===== src/rtl/dual_fetch_queue.sv =====
// dual_fetch_queue: decoupling queue between the dual-port instruction memory and the
// dual-issue decode stage. Accepts a sequential fetch pair (pc, pc+4) per cycle and presents
// the two oldest entries to decode, which retires 0/1/2 of them per cycle.
// Optional feature: define FETCHQ_BYPASS_EN to forward an enqueue into an empty queue
// straight to the outputs in the same cycle.
module dual_fetch_queue #(
    parameter int unsigned DEPTH = 4,
    parameter int unsigned XLEN  = 32,
    localparam int unsigned CW   = $clog2(DEPTH) + 1
) (
    input  logic            clk,
    input  logic            rst,
    input  logic            flush,
    input  logic            in_valid0,
    input  logic [XLEN-1:0] in_pc0,
    input  logic [XLEN-1:0] in_instr0,
    input  logic            in_valid1,
    input  logic [XLEN-1:0] in_instr1,
    output logic            in_ready,
    output logic            out_valid0,
    output logic [XLEN-1:0] out_pc0,
    output logic [XLEN-1:0] out_instr0,
    output logic            out_valid1,
    output logic [XLEN-1:0] out_pc1,
    output logic [XLEN-1:0] out_instr1,
    input  logic [1:0]      deq_cnt,
    output logic [CW-1:0]   count
);

    localparam int unsigned AW = CW - 1;
    // in_ready holds while at least two slots are free
    localparam logic [CW-1:0] ReadyMax = CW'(DEPTH - 2);

    logic [XLEN-1:0] pc_q    [DEPTH];
    logic [XLEN-1:0] instr_q [DEPTH];

    logic [CW-1:0] count_q, count_d;
    logic [CW-1:0] rd_ptr_q, rd_ptr_d;
    logic [CW-1:0] wr_ptr_q, wr_ptr_d;

    logic [AW-1:0] rd_idx0, rd_idx1, wr_idx0, wr_idx1;
    logic          enq_fire;
    logic [1:0]    enq_n;
    logic [1:0]    deq_clip;
    logic [CW-1:0] eff_store;
    logic [XLEN-1:0] slot1_pc;

    logic            we0, we1;
    logic [XLEN-1:0] wd0_pc, wd0_instr;
    logic [1:0]      wr_n;

    assign in_ready = (count_q <= ReadyMax);
    assign count    = count_q;
    assign slot1_pc = in_pc0 + XLEN'(4);
    assign rd_idx0  = rd_ptr_q[AW-1:0];
    assign rd_idx1  = rd_idx0 + AW'(1);
    assign wr_idx0  = wr_ptr_q[AW-1:0];
    assign wr_idx1  = wr_idx0 + AW'(1);

    // Enqueue/dequeue sizing; over-requests from decode are clipped to what is stored
    always_comb begin
        enq_fire  = in_valid0 && in_ready && !flush;
        enq_n     = enq_fire ? (in_valid1 ? 2'd2 : 2'd1) : 2'd0;
        deq_clip  = (deq_cnt == 2'd3) ? 2'd2 : deq_cnt;
        eff_store = (CW'(deq_clip) > count_q) ? count_q : CW'(deq_clip);
    end

`ifdef FETCHQ_BYPASS_EN
    logic       byp_active;
    logic [1:0] eff_byp;

    assign byp_active = enq_fire && (count_q == '0);
    assign eff_byp    = (deq_clip > enq_n) ? enq_n : deq_clip;

    // Write selection: bypassed entries consumed by decode are never stored
    always_comb begin
        we0       = enq_fire;
        we1       = enq_fire && in_valid1;
        wd0_pc    = in_pc0;
        wd0_instr = in_instr0;
        wr_n      = enq_n;
        if (byp_active) begin
            wr_n = enq_n - eff_byp;
            if (eff_byp != 2'd0) begin
                we1 = 1'b0;
                // only slot1 can survive a partial consume
                we0       = (wr_n != 2'd0);
                wd0_pc    = slot1_pc;
                wd0_instr = in_instr1;
            end
        end
    end

    // Output mux: bypass when empty, storage otherwise, all-zero on flush
    always_comb begin
        out_valid0 = (count_q >= CW'(1));
        out_valid1 = (count_q >= CW'(2));
        out_pc0    = out_valid0 ? pc_q[rd_idx0]    : '0;
        out_instr0 = out_valid0 ? instr_q[rd_idx0] : '0;
        out_pc1    = out_valid1 ? pc_q[rd_idx1]    : '0;
        out_instr1 = out_valid1 ? instr_q[rd_idx1] : '0;
        if (flush) begin
            out_valid0 = 1'b0;
            out_valid1 = 1'b0;
            out_pc0    = '0;
            out_instr0 = '0;
            out_pc1    = '0;
            out_instr1 = '0;
        end else if (byp_active) begin
            out_valid0 = 1'b1;
            out_pc0    = in_pc0;
            out_instr0 = in_instr0;
            out_valid1 = in_valid1;
            out_pc1    = in_valid1 ? slot1_pc  : '0;
            out_instr1 = in_valid1 ? in_instr1 : '0;
        end
    end
`else
    // Write selection: slot0 at wr_ptr, slot1 right behind it
    always_comb begin
        we0       = enq_fire;
        we1       = enq_fire && in_valid1;
        wd0_pc    = in_pc0;
        wd0_instr = in_instr0;
        wr_n      = enq_n;
    end

    // Outputs come from storage only, zeroed when the matching entry is absent
    always_comb begin
        out_valid0 = (count_q >= CW'(1));
        out_valid1 = (count_q >= CW'(2));
        out_pc0    = out_valid0 ? pc_q[rd_idx0]    : '0;
        out_instr0 = out_valid0 ? instr_q[rd_idx0] : '0;
        out_pc1    = out_valid1 ? pc_q[rd_idx1]    : '0;
        out_instr1 = out_valid1 ? instr_q[rd_idx1] : '0;
    end
`endif

    // Next-state for occupancy and pointers; flush wins over enqueue and dequeue
    always_comb begin
        count_d  = count_q + CW'(wr_n) - eff_store;
        rd_ptr_d = rd_ptr_q + eff_store;
        wr_ptr_d = wr_ptr_q + CW'(wr_n);
        if (flush) begin
            count_d  = '0;
            rd_ptr_d = '0;
            wr_ptr_d = '0;
        end
    end

    // Occupancy and pointer registers; reset beats flush
    always_ff @(posedge clk) begin
        if (rst) begin
            count_q  <= '0;
            rd_ptr_q <= '0;
            wr_ptr_q <= '0;
        end else begin
            count_q  <= count_d;
            rd_ptr_q <= rd_ptr_d;
            wr_ptr_q <= wr_ptr_d;
        end
    end

    // Entry storage; contents are never cleared, validity comes from count
    always_ff @(posedge clk) begin
        if (!rst) begin
            if (we0) begin
                pc_q[wr_idx0]    <= wd0_pc;
                instr_q[wr_idx0] <= wd0_instr;
            end
            if (we1) begin
                pc_q[wr_idx1]    <= slot1_pc;
                instr_q[wr_idx1] <= in_instr1;
            end
        end
    end

    // Slot1 without slot0 is a fetch-side protocol error; it is dropped
    always_ff @(posedge clk) begin
        if (!rst) begin
            assert (!(in_valid1 && !in_valid0))
            else $warning("dual_fetch_queue: in_valid1 without in_valid0 ignored");
        end
    end

endmodule


===== config.mk =====
export PLATFORM = sky130hd
export DESIGN_NAME = dual_fetch_queue
export DESIGN_NICKNAME = d
export VERILOG_FILES = /design/src/rtl/dual_fetch_queue.sv
export SDC_FILE = /design/constraint.sdc
export NUM_CORES = 1
export LEC_CHECK = 0
export ABC_CLOCK_PERIOD_IN_PS = 5700
export BUFFER_PORTS_ARGS = -buffer_cell sky130_fd_sc_hd__buf_4
export CAP_MARGIN = 10
export CORE_MARGIN = 2
export CORE_UTILIZATION = 53
export CTS_BUF_LIST = sky130_fd_sc_hd__clkbuf_16
export DETAILED_ROUTE_END_ITERATION = 12
export HOLD_SLACK_MARGIN = 0.05
export PLACE_DENSITY = 0.86
export REMOVE_ABC_BUFFERS = 1
export SLEW_MARGIN = 30
export SYNTH_ARGS = -nofsm -noshare
export SYNTH_HDL_FRONTEND = slang
export SYNTH_SLANG_ARGS = --single-unit

===== constraint.sdc =====
create_clock -name clk -period 5.7 [get_ports clk]
set_clock_uncertainty 0.1 [all_clocks]
set_input_delay 0.285 -clock clk [delete_from_list [all_inputs] [get_ports clk]]
set_output_delay 0.285 -clock clk [all_outputs]
set_load 0.02 [all_outputs]

==> impl_metrics.env, run 1 <==
export IMPL_grt_overflow=0
export IMPL_die_h_um=176
export IMPL_fillers=2004
export IMPL_worstPathArrival_ns=4.05
export IMPL_drive_gt1_share_pct=26.3
export IMPL_worstSkewPairLatency_ns=0.54
export IMPL_top_layer="met4"
export IMPL_drt_iter0_markers=1397
export IMPL_cts_buffers_inserted=28
export IMPL_drtAntennaViolNets=0
export IMPL_seq_area_um2=7840
export IMPL_rows=63
export IMPL_cp_start_kind="flop"
export IMPL_area_growth_pct=27.6
export IMPL_hold_class="in2reg"
export IMPL_cts_root_buf="clkbuf_16"
export IMPL_ys_types=37
export IMPL_grt_pass1_wl_um=68500
export IMPL_fmax_mhz=269
export IMPL_multi_input_area_um2=7460
export IMPL_ys_seq_area_share_pct=49.8
export IMPL_hold_viol=0
export IMPL_start_util_pct=53.4
export IMPL_globalplace_congestion=0.852
export IMPL_htree_levels=1
export IMPL_syn_area_per_cell_um2=11.4
export IMPL_wl_um=44200
export IMPL_p_leak_uw=0.00761
export IMPL_postLayoutCellArea_um2=20000
export IMPL_grt_antenna_before_repair=1
export IMPL_wl_met1_um=16300
export IMPL_cts_setup_buffers=0
export IMPL_cts_tree="built"
export IMPL_maxCapViolCount=0
export IMPL_cts_clk_slew_worst_paths_ns=0.06
export IMPL_layout_min_cycle_time_ns=3.72
export IMPL_critPathMaxFanout=8
export IMPL_ys_warnings_count=0
export IMPL_routedWlPerCell_um=21.1
export IMPL_slew_violations=0
export IMPL_ir_worst_vdd_uv=456
export IMPL_cpPeakStageDelay_ns=0.55
export IMPL_drc=0
export IMPL_crit_slowest_cell="dlygate4sd3_1"
export IMPL_clockBufferDepth=3
export IMPL_fin_util_pct=68.2
export IMPL_post_dp_cell_area_um2=17800
export IMPL_synth_seq_cells=263
export IMPL_grt_pass1_vias=12500
export IMPL_p_per_area_nw_per_um2=329
export IMPL_cts_sinks=263
export IMPL_dieArea_um2=31000
export IMPL_ctsResizeCount=0
export IMPL_met2WireLength_um=22400
export IMPL_synth_area_um2=15700
export IMPL_setup_viol=0
export IMPL_vias=12300
export IMPL_crit_family="adder cells"
export IMPL_io_pins=237
export IMPL_crit_path_end_kind="flop"
export IMPL_hpwlAfterDp_um=26500
export IMPL_dr_wl_met3_um=4340
export IMPL_setup_worst_path_class="reg2reg"
export IMPL_outcome="complete, no violations"
export IMPL_grtUsageTotal_pct=28.5
export IMPL_crit_path_cell_trace="inv_1 -> ha_1 -> nor2b_1 -> o21ai_0 -> mux2i_1 -> ha_1 -> inv_1 -> ha_1 -> inv_1 -> fa_1 -> xor2_1 -> xnor2_1 -> nor3_1 -> dlygate4sd3_1"
export IMPL_port_buffers=236
export IMPL_max_slew_margin_pct=35.6
export IMPL_die_w_um=176
export IMPL_coreArea_um2=29400
export IMPL_rsz0062_at_grt="false"
export IMPL_first_pass_iters=7
export IMPL_grt_max_degree=111
export IMPL_crit_required_ns=6.03
export IMPL_crit_buf_inv=4
export IMPL_vias_per_cell=5.88
export IMPL_final_nets=1794
export IMPL_tightestPinTransition_ns=0.964
export IMPL_syn_inst=1380
export IMPL_fin_crit_sh_pct=65.3
export IMPL_tns_ns=0
## Yosys cell counts (all sizes together)
master | n | area, µm²
a211oi | 1 | 7.51
a21oi | 2 | 10.0
and2 | 134 | 838
and3 | 12 | 75.1
and4 | 1 | 8.76
buf | 47 | 213
clkbuf | 66 | 248
dfxtp | 7 | 140
edfxtp | 256 | 7690
fa | 2 | 40.0
ha | 7 | 87.6
inv | 9 | 33.8
mux2 | 1 | 11.3
mux2i | 2 | 20.0
mux4 | 128 | 2880
nand2 | 484 | 1820
nand2b | 3 | 18.8
nand3 | 9 | 45.0
nand3b | 1 | 7.51
nand4 | 7 | 43.8
nand4b | 1 | 8.76
nor2 | 42 | 158
nor2b | 4 | 25.0
nor3 | 10 | 55.1
nor3b | 1 | 7.51
nor4 | 6 | 56.3
nor4bb | 1 | 10.0
o21ai | 5 | 25.0
or2 | 6 | 37.5
or3 | 4 | 25.0
or4 | 2 | 22.5
xnor2 | 84 | 736
xor2 | 35 | 307
## cell type report
| cell class | instances | area share, % |
|---|---|---|
| sequential | 263 | 39.1 |
| multi-input combinational | 995 | 37.2 |
| timing repair buffer | 385 | 16.3 |
| clock buffer | 29 | 3.62 |
| tap | 390 | 2.43 |
| clock inverter | 21 | 1.13 |
| inverter | 9 | 0.169 |
| antenna | 1 | 0.0125 |
## through the flow
stage                     hold WS (ns)  power (µW)  setup WS, ns  std cells
final                           0.0773        6590          1.98       2093
after detailed placement         0.389        4630          2.52       1911
after global placement           0.375        4590          2.61       1910
after floorplan                  0.256        3720        -0.851       1267
after global routing            0.0812        6830          1.78       2093
after CTS                       0.0617        6590          1.98       2091
## layer usage
metal	global-route usage [%]	vias to the layer above
met1	36.7	6055
met3	4.93	110
met4	9.78	0
li1	-	5403
met2	49.3	746
met5	0	-
## cell usage in the layout (no fill, tap or decap), drive strengths merged, types with 5 or more instances in the layout
master,count
o21ai,5
or2,6
clkbuf,29
dlygate4sd3,130
and3,12
nor3,10
ha,7
xor2,35
dfxtp,7
nand4,7
nand3,9
clkinv,12
mux4,128
and2,134
bufinv,5
xnor2,84
buf,255
nor4,6
edfxtp,256
nand2,484
nor2,42
inv,13
## flip-flops by register name, indices dropped and copies added, names as in the netlist
| name | count |
|---|---|
| instr_q | 128 |
| pc_q | 128 |
| count | 3 |
| rd_ptr_q | 2 |
| wr_ptr_q | 2 |
## cells by family after synthesis
| kind of cell | synth area share (%) |
|---|---|
| AOI/OAI and AO/OA | 0.271 |
| xor gates and xnor gates | 6.64 |
| adders and majority gates | 0.812 |
| buffers and inverters | 3.15 |
| DFF | 49.8 |
| muxes | 18.6 |
| and+or+nand+nor | 20.8 |
## where the power goes
part           leakage, µW  total, µW  switching (µW)  internal, µW
clock             0.000485       1900             758          1140
combinational      0.00475       2430            1340          1090
sequential         0.00238       2260            67.5          2190
## worst register-to-register path, stage by stage, from the launching register on
cell and delay [ns]:
dfxtp_1 0.48, inv_1 0.08, ha_1 0.30, nor2b_1 0.13, o21ai_0 0.32, mux2i_1 0.31, ha_1 0.28, inv_1 0.06
ha_1 0.13, inv_1 0.05, fa_1 0.42, xor2_1 0.19, xnor2_1 0.16, nor3_1 0.06, dlygate4sd3_1 0.55
## what timing repair did
item	in CTS	in global routing
hold buffers	130	0
hold endpoints to repair	253	0
endpoints found under the setup margin	0	0
## final timing paths
path,slack (ns),end,depth (start not counted),from
setup / recovery,1.98,count[2]$_SDFF_PP0_,14,count[1]$_SDFF_PP0_
hold / removal,0.08,pc_q[2][21]$_DFFE_PP_,2,in_pc0[21]
setup reg to reg,1.98,count[2]$_SDFF_PP0_,14,count[1]$_SDFF_PP0_
hold reg to reg,0.61,wr_ptr_q[0]$_SDFF_PP0_,2,wr_ptr_q[0]$_SDFF_PP0_
(Power assumes the default switching activity.)
==> inputs of run 2 (changes only) <==
--- a/config.mk
+++ b/config.mk
@@ -5,7 +5,8 @@
 export SDC_FILE = /design/constraint.sdc
 export NUM_CORES = 1
 export LEC_CHECK = 0
-export ABC_CLOCK_PERIOD_IN_PS = 5700
+export ABC_AREA = 1
+export ABC_CLOCK_PERIOD_IN_PS = 3400
 export BUFFER_PORTS_ARGS = -buffer_cell sky130_fd_sc_hd__buf_4
 export CAP_MARGIN = 10
 export CORE_MARGIN = 2
==> constraint.sdc (replaced) <==
create_clock -name clk -period 3.4 [get_ports clk]
set_clock_uncertainty 0.1 [all_clocks]
set_input_delay 0.17 -clock clk [delete_from_list [all_inputs] [get_ports clk]]
set_output_delay 0.17 -clock clk [all_outputs]
set_load 0.02 [all_outputs]
==> run 2 against run 1 <==
Compared with the run above:
- worst hold slack worse by 0.0068 ns
- critical path type is now reg2out
- highest routed layer unchanged
- critical path depth decreased by 8
- routed wire length grew 31%
- utilization barely moved
==> impl_metrics.env, run 2 <==
export IMPL_vias_per_cell=6.21
export IMPL_grt_max_degree=152
export IMPL_drtAntennaViolNets=0
export IMPL_grt_overflow=0
export IMPL_ir_worst_vdd_uv=430
export IMPL_p_seq_share_pct=31.8
export IMPL_synth_simple_area_share_pct=26.8
export IMPL_die_w_um=179
export IMPL_vias=17300
export IMPL_synth_area_leaders="edfxtp_1, nand2_1, nor2_1"
export IMPL_io_pins=237
export IMPL_slew_violations=0
export IMPL_setup_viol=0
export IMPL_internal_power_uw=7100
export IMPL_fin_crit_sh_pct=97.3
export IMPL_layout_commonest_cell="nand2_1"
export IMPL_cpPeakStageDelay_ns=0.87
export IMPL_synth_most_common_cell="nand2_1"
export IMPL_fmax_mhz=302
export IMPL_cp_start_kind="flop"
export IMPL_final_cell_mix="nand2_1, buf_4, edfxtp_1, nor2_1, dlygate4sd3_1"
export IMPL_p_leak_uw=0.00846
export IMPL_critPathMaxFanout=60
export IMPL_max_slew_margin_pct=34.7
export IMPL_hold_class="in2reg"
export IMPL_synth_edff_count=256
export IMPL_crit_slowest_cell="dfxtp_4"
export IMPL_cp_common_cell="buf_4"
export IMPL_synth_compound_gate_area_share_pct=16.9
export IMPL_final_nets=2490
export IMPL_drc=0
export IMPL_fillers=2274
export IMPL_grt_pass1_vias=17200
export IMPL_grt_antenna_before_repair=0
export IMPL_layout_min_cycle_time_ns=3.31
export IMPL_syn_area_per_cell_um2=7.70
export IMPL_switching_share_pct=41.1
export IMPL_crit_required_ns=3.13
export IMPL_cts_buffers_inserted=28
export IMPL_post_dp_cell_area_um2=18200
export IMPL_rows=63
export IMPL_htree_levels=1
export IMPL_ys_types=34
export IMPL_maxCapViolCount=0
export IMPL_synth_top_family_by_area="simple AND/OR/NAND/NOR gates"
export IMPL_setup_worst_path_class="reg2out"
export IMPL_hold_viol=0
export IMPL_p_per_area_nw_per_um2=592
export IMPL_cts_setup_buffers=0
export IMPL_cts_clk_slew_worst_paths_ns=0.06
export IMPL_ctsResizeCount=0
export IMPL_worstSkewPairLatency_ns=0.56
export IMPL_outcome="complete, no violations"
export IMPL_routedWlPerCell_um=20.7
export IMPL_clockBufferDepth=3
export IMPL_area_growth_pct=25.8
export IMPL_crit_path_cell_trace="nand2_4 -> nand2_1 -> buf_4 -> a211oi_1 -> nor3_1 -> buf_4"
export IMPL_synth_xor_area_share_pct=0.920
export IMPL_async_flop_share_pct=0
export IMPL_drive_gt1_share_pct=14.3
export IMPL_cts_root_buf="clkbuf_16"
export IMPL_syn_inst=2103
export IMPL_first_pass_iters=6
export IMPL_crit_buf_inv=2
export IMPL_drt_iter0_markers=2555
export IMPL_dieArea_um2=31900
export IMPL_grt_pass1_wl_um=88500
export IMPL_hpwlAfterDp_um=32400
export IMPL_p_total_uw=12100
export IMPL_synthMuxAreaShare_pct=0
export IMPL_grtUsageTotal_pct=35.5
export IMPL_pwr_share_clk_pct=23.9
export IMPL_cts_tree="built"
export IMPL_ys_top_cells_by_count="nand2_1, edfxtp_1, nor2_1"
export IMPL_wl_um=57900
export IMPL_crit_path_end_kind="primary output"
export IMPL_worst_hold_slack_ns=0.0705
export IMPL_worstPathArrival_ns=3.04
export IMPL_postLayoutCellArea_um2=20400
export IMPL_p_sw_uw=4960
export IMPL_rsz0062_at_grt="false"
export IMPL_ys_seq_area_share_pct=48.4
export IMPL_hold_buffers=130
export IMPL_tightestPinTransition_ns=0.979
export IMPL_p_comb_share_pct=44.3
export IMPL_synth_area_leader_cell="edfxtp_1"
export IMPL_crit_family="flip-flops"
export IMPL_yosysTopAreaCellShare_pct=47.5
export IMPL_globalplace_congestion=0.911
export IMPL_start_util_pct=54.2
export IMPL_synth_area_um2=16200
export IMPL_port_buffers=236
export IMPL_synth_fa_ha_area_share_pct=0.789
export IMPL_die_h_um=179
export IMPL_synthFlopType="edfxtp_1"
export IMPL_cts_sinks=263
export IMPL_coreArea_um2=29900
export IMPL_synth_seq_cells=263
export IMPL_ys_warnings_count=0
[run 2: changes by cell type after synthesis, moves of 38 or more]
cell      previous run  this run
nand2_1            484       884
and2_1             134         0
nor2_1              42       172
mux4_2             128         0
o21ai_0              5       109
a21oi_1              2       105
o21ai_1              0        88
xnor2_1             84         5
o22ai_1              0        65
inv_1                9        66
a311oi_1             0        42
o221ai_1             0        38
[run 2: cell families (layout without fill, tap and decap cells)]
kind of cell | after synthesis | after routing
fa+ha+maj | 9 | 9
buf+inv | 231 | 527
other cells | 0 | 1
flops | 263 | 263
compound gates | 463 | 463
xor+xnor | 17 | 17
simple gates | 1120 | 1120
[run 2: routing by layer]
| layer | global-route usage (%) | part of all wire (%) | up-vias |
|---|---|---|---|
| met5 | 0 | 0 | - |
| met3 | 5.77 | 13 | 280 |
| met1 | 42.9 | 34 | 7902 |
| met4 | 19.9 | 5.2 | 0 |
| met2 | 60.7 | 48 | 1408 |
| li1 | - | - | 7723 |
[run 2: worst register-to-register path, cell delays in order, from the launching register on]
cell           delay (ns)
dfxtp_1              0.31
buf_4                0.16
a21oi_2              0.15
nand3_2              0.16
nor2_4               0.18
nand2_4              0.42
nor2_4               0.26
buf_4                0.45
nand2_1              0.11
nand2_1              0.09
dlygate4sd3_1        0.54
[run 2: path summary, 6_finish.rpt]
check                                            start                        to  slack [ns]  cells after the start
worst max-delay path            rd_ptr_q[1]$_SDFF_PP0_               out_pc1[13]        0.09                      6
worst min-delay path                        deq_cnt[1]    rd_ptr_q[1]$_SDFF_PP0_        0.07                      6
worst max register to register     count[0]$_SDFF_PP0_  instr_q[1][24]$_DFFE_PP_        0.33                     10
worst min register to register     count[2]$_SDFF_PP0_       count[2]$_SDFF_PP0_        0.45                      1
[run 2: area by class of cell]
| class | count | area [µm²] | area share (%) |
|---|---|---|---|
| sequential | 263 | 7840 | 38.5 |
| multi-input combinational | 1609 | 7440 | 36.5 |
| timing repair buffer | 405 | 3480 | 17.1 |
| clock buffer | 28 | 701 | 3.44 |
| tap | 390 | 488 | 2.40 |
| inverter | 71 | 272 | 1.33 |
| clock inverter | 23 | 141 | 0.695 |
| antenna | 1 | 2.50 | 0.0123 |
[run 2: power by group through the flow]
stage | Clock [µW] | Sequential, µW | Combinational, µW
finish | 2880 | 3830 | 5350
global route | 3000 | 3840 | 5640
CTS | 2880 | 3820 | 5200
detailed placement | 0 | 3890 | 5060
global placement | 0 | 3880 | 4960
floorplan | 0 | 3980 | 2730
[run 2: through the flow]
step | std cells | TNS [ns] | utilization [%] | worst slack, ns
floorplan | 1943 | -1033.89 | - | -4.13
detailed placement | 2608 | 0 | 61.0 | 0.539
global placement | 2608 | 0 | 61.0 | 0.534
CTS | 2789 | 0 | 68.1 | 0.271
finish | 2790 | 0 | 68.1 | 0.0901
global route | 2789 | 0 | 68.1 | 0.0327
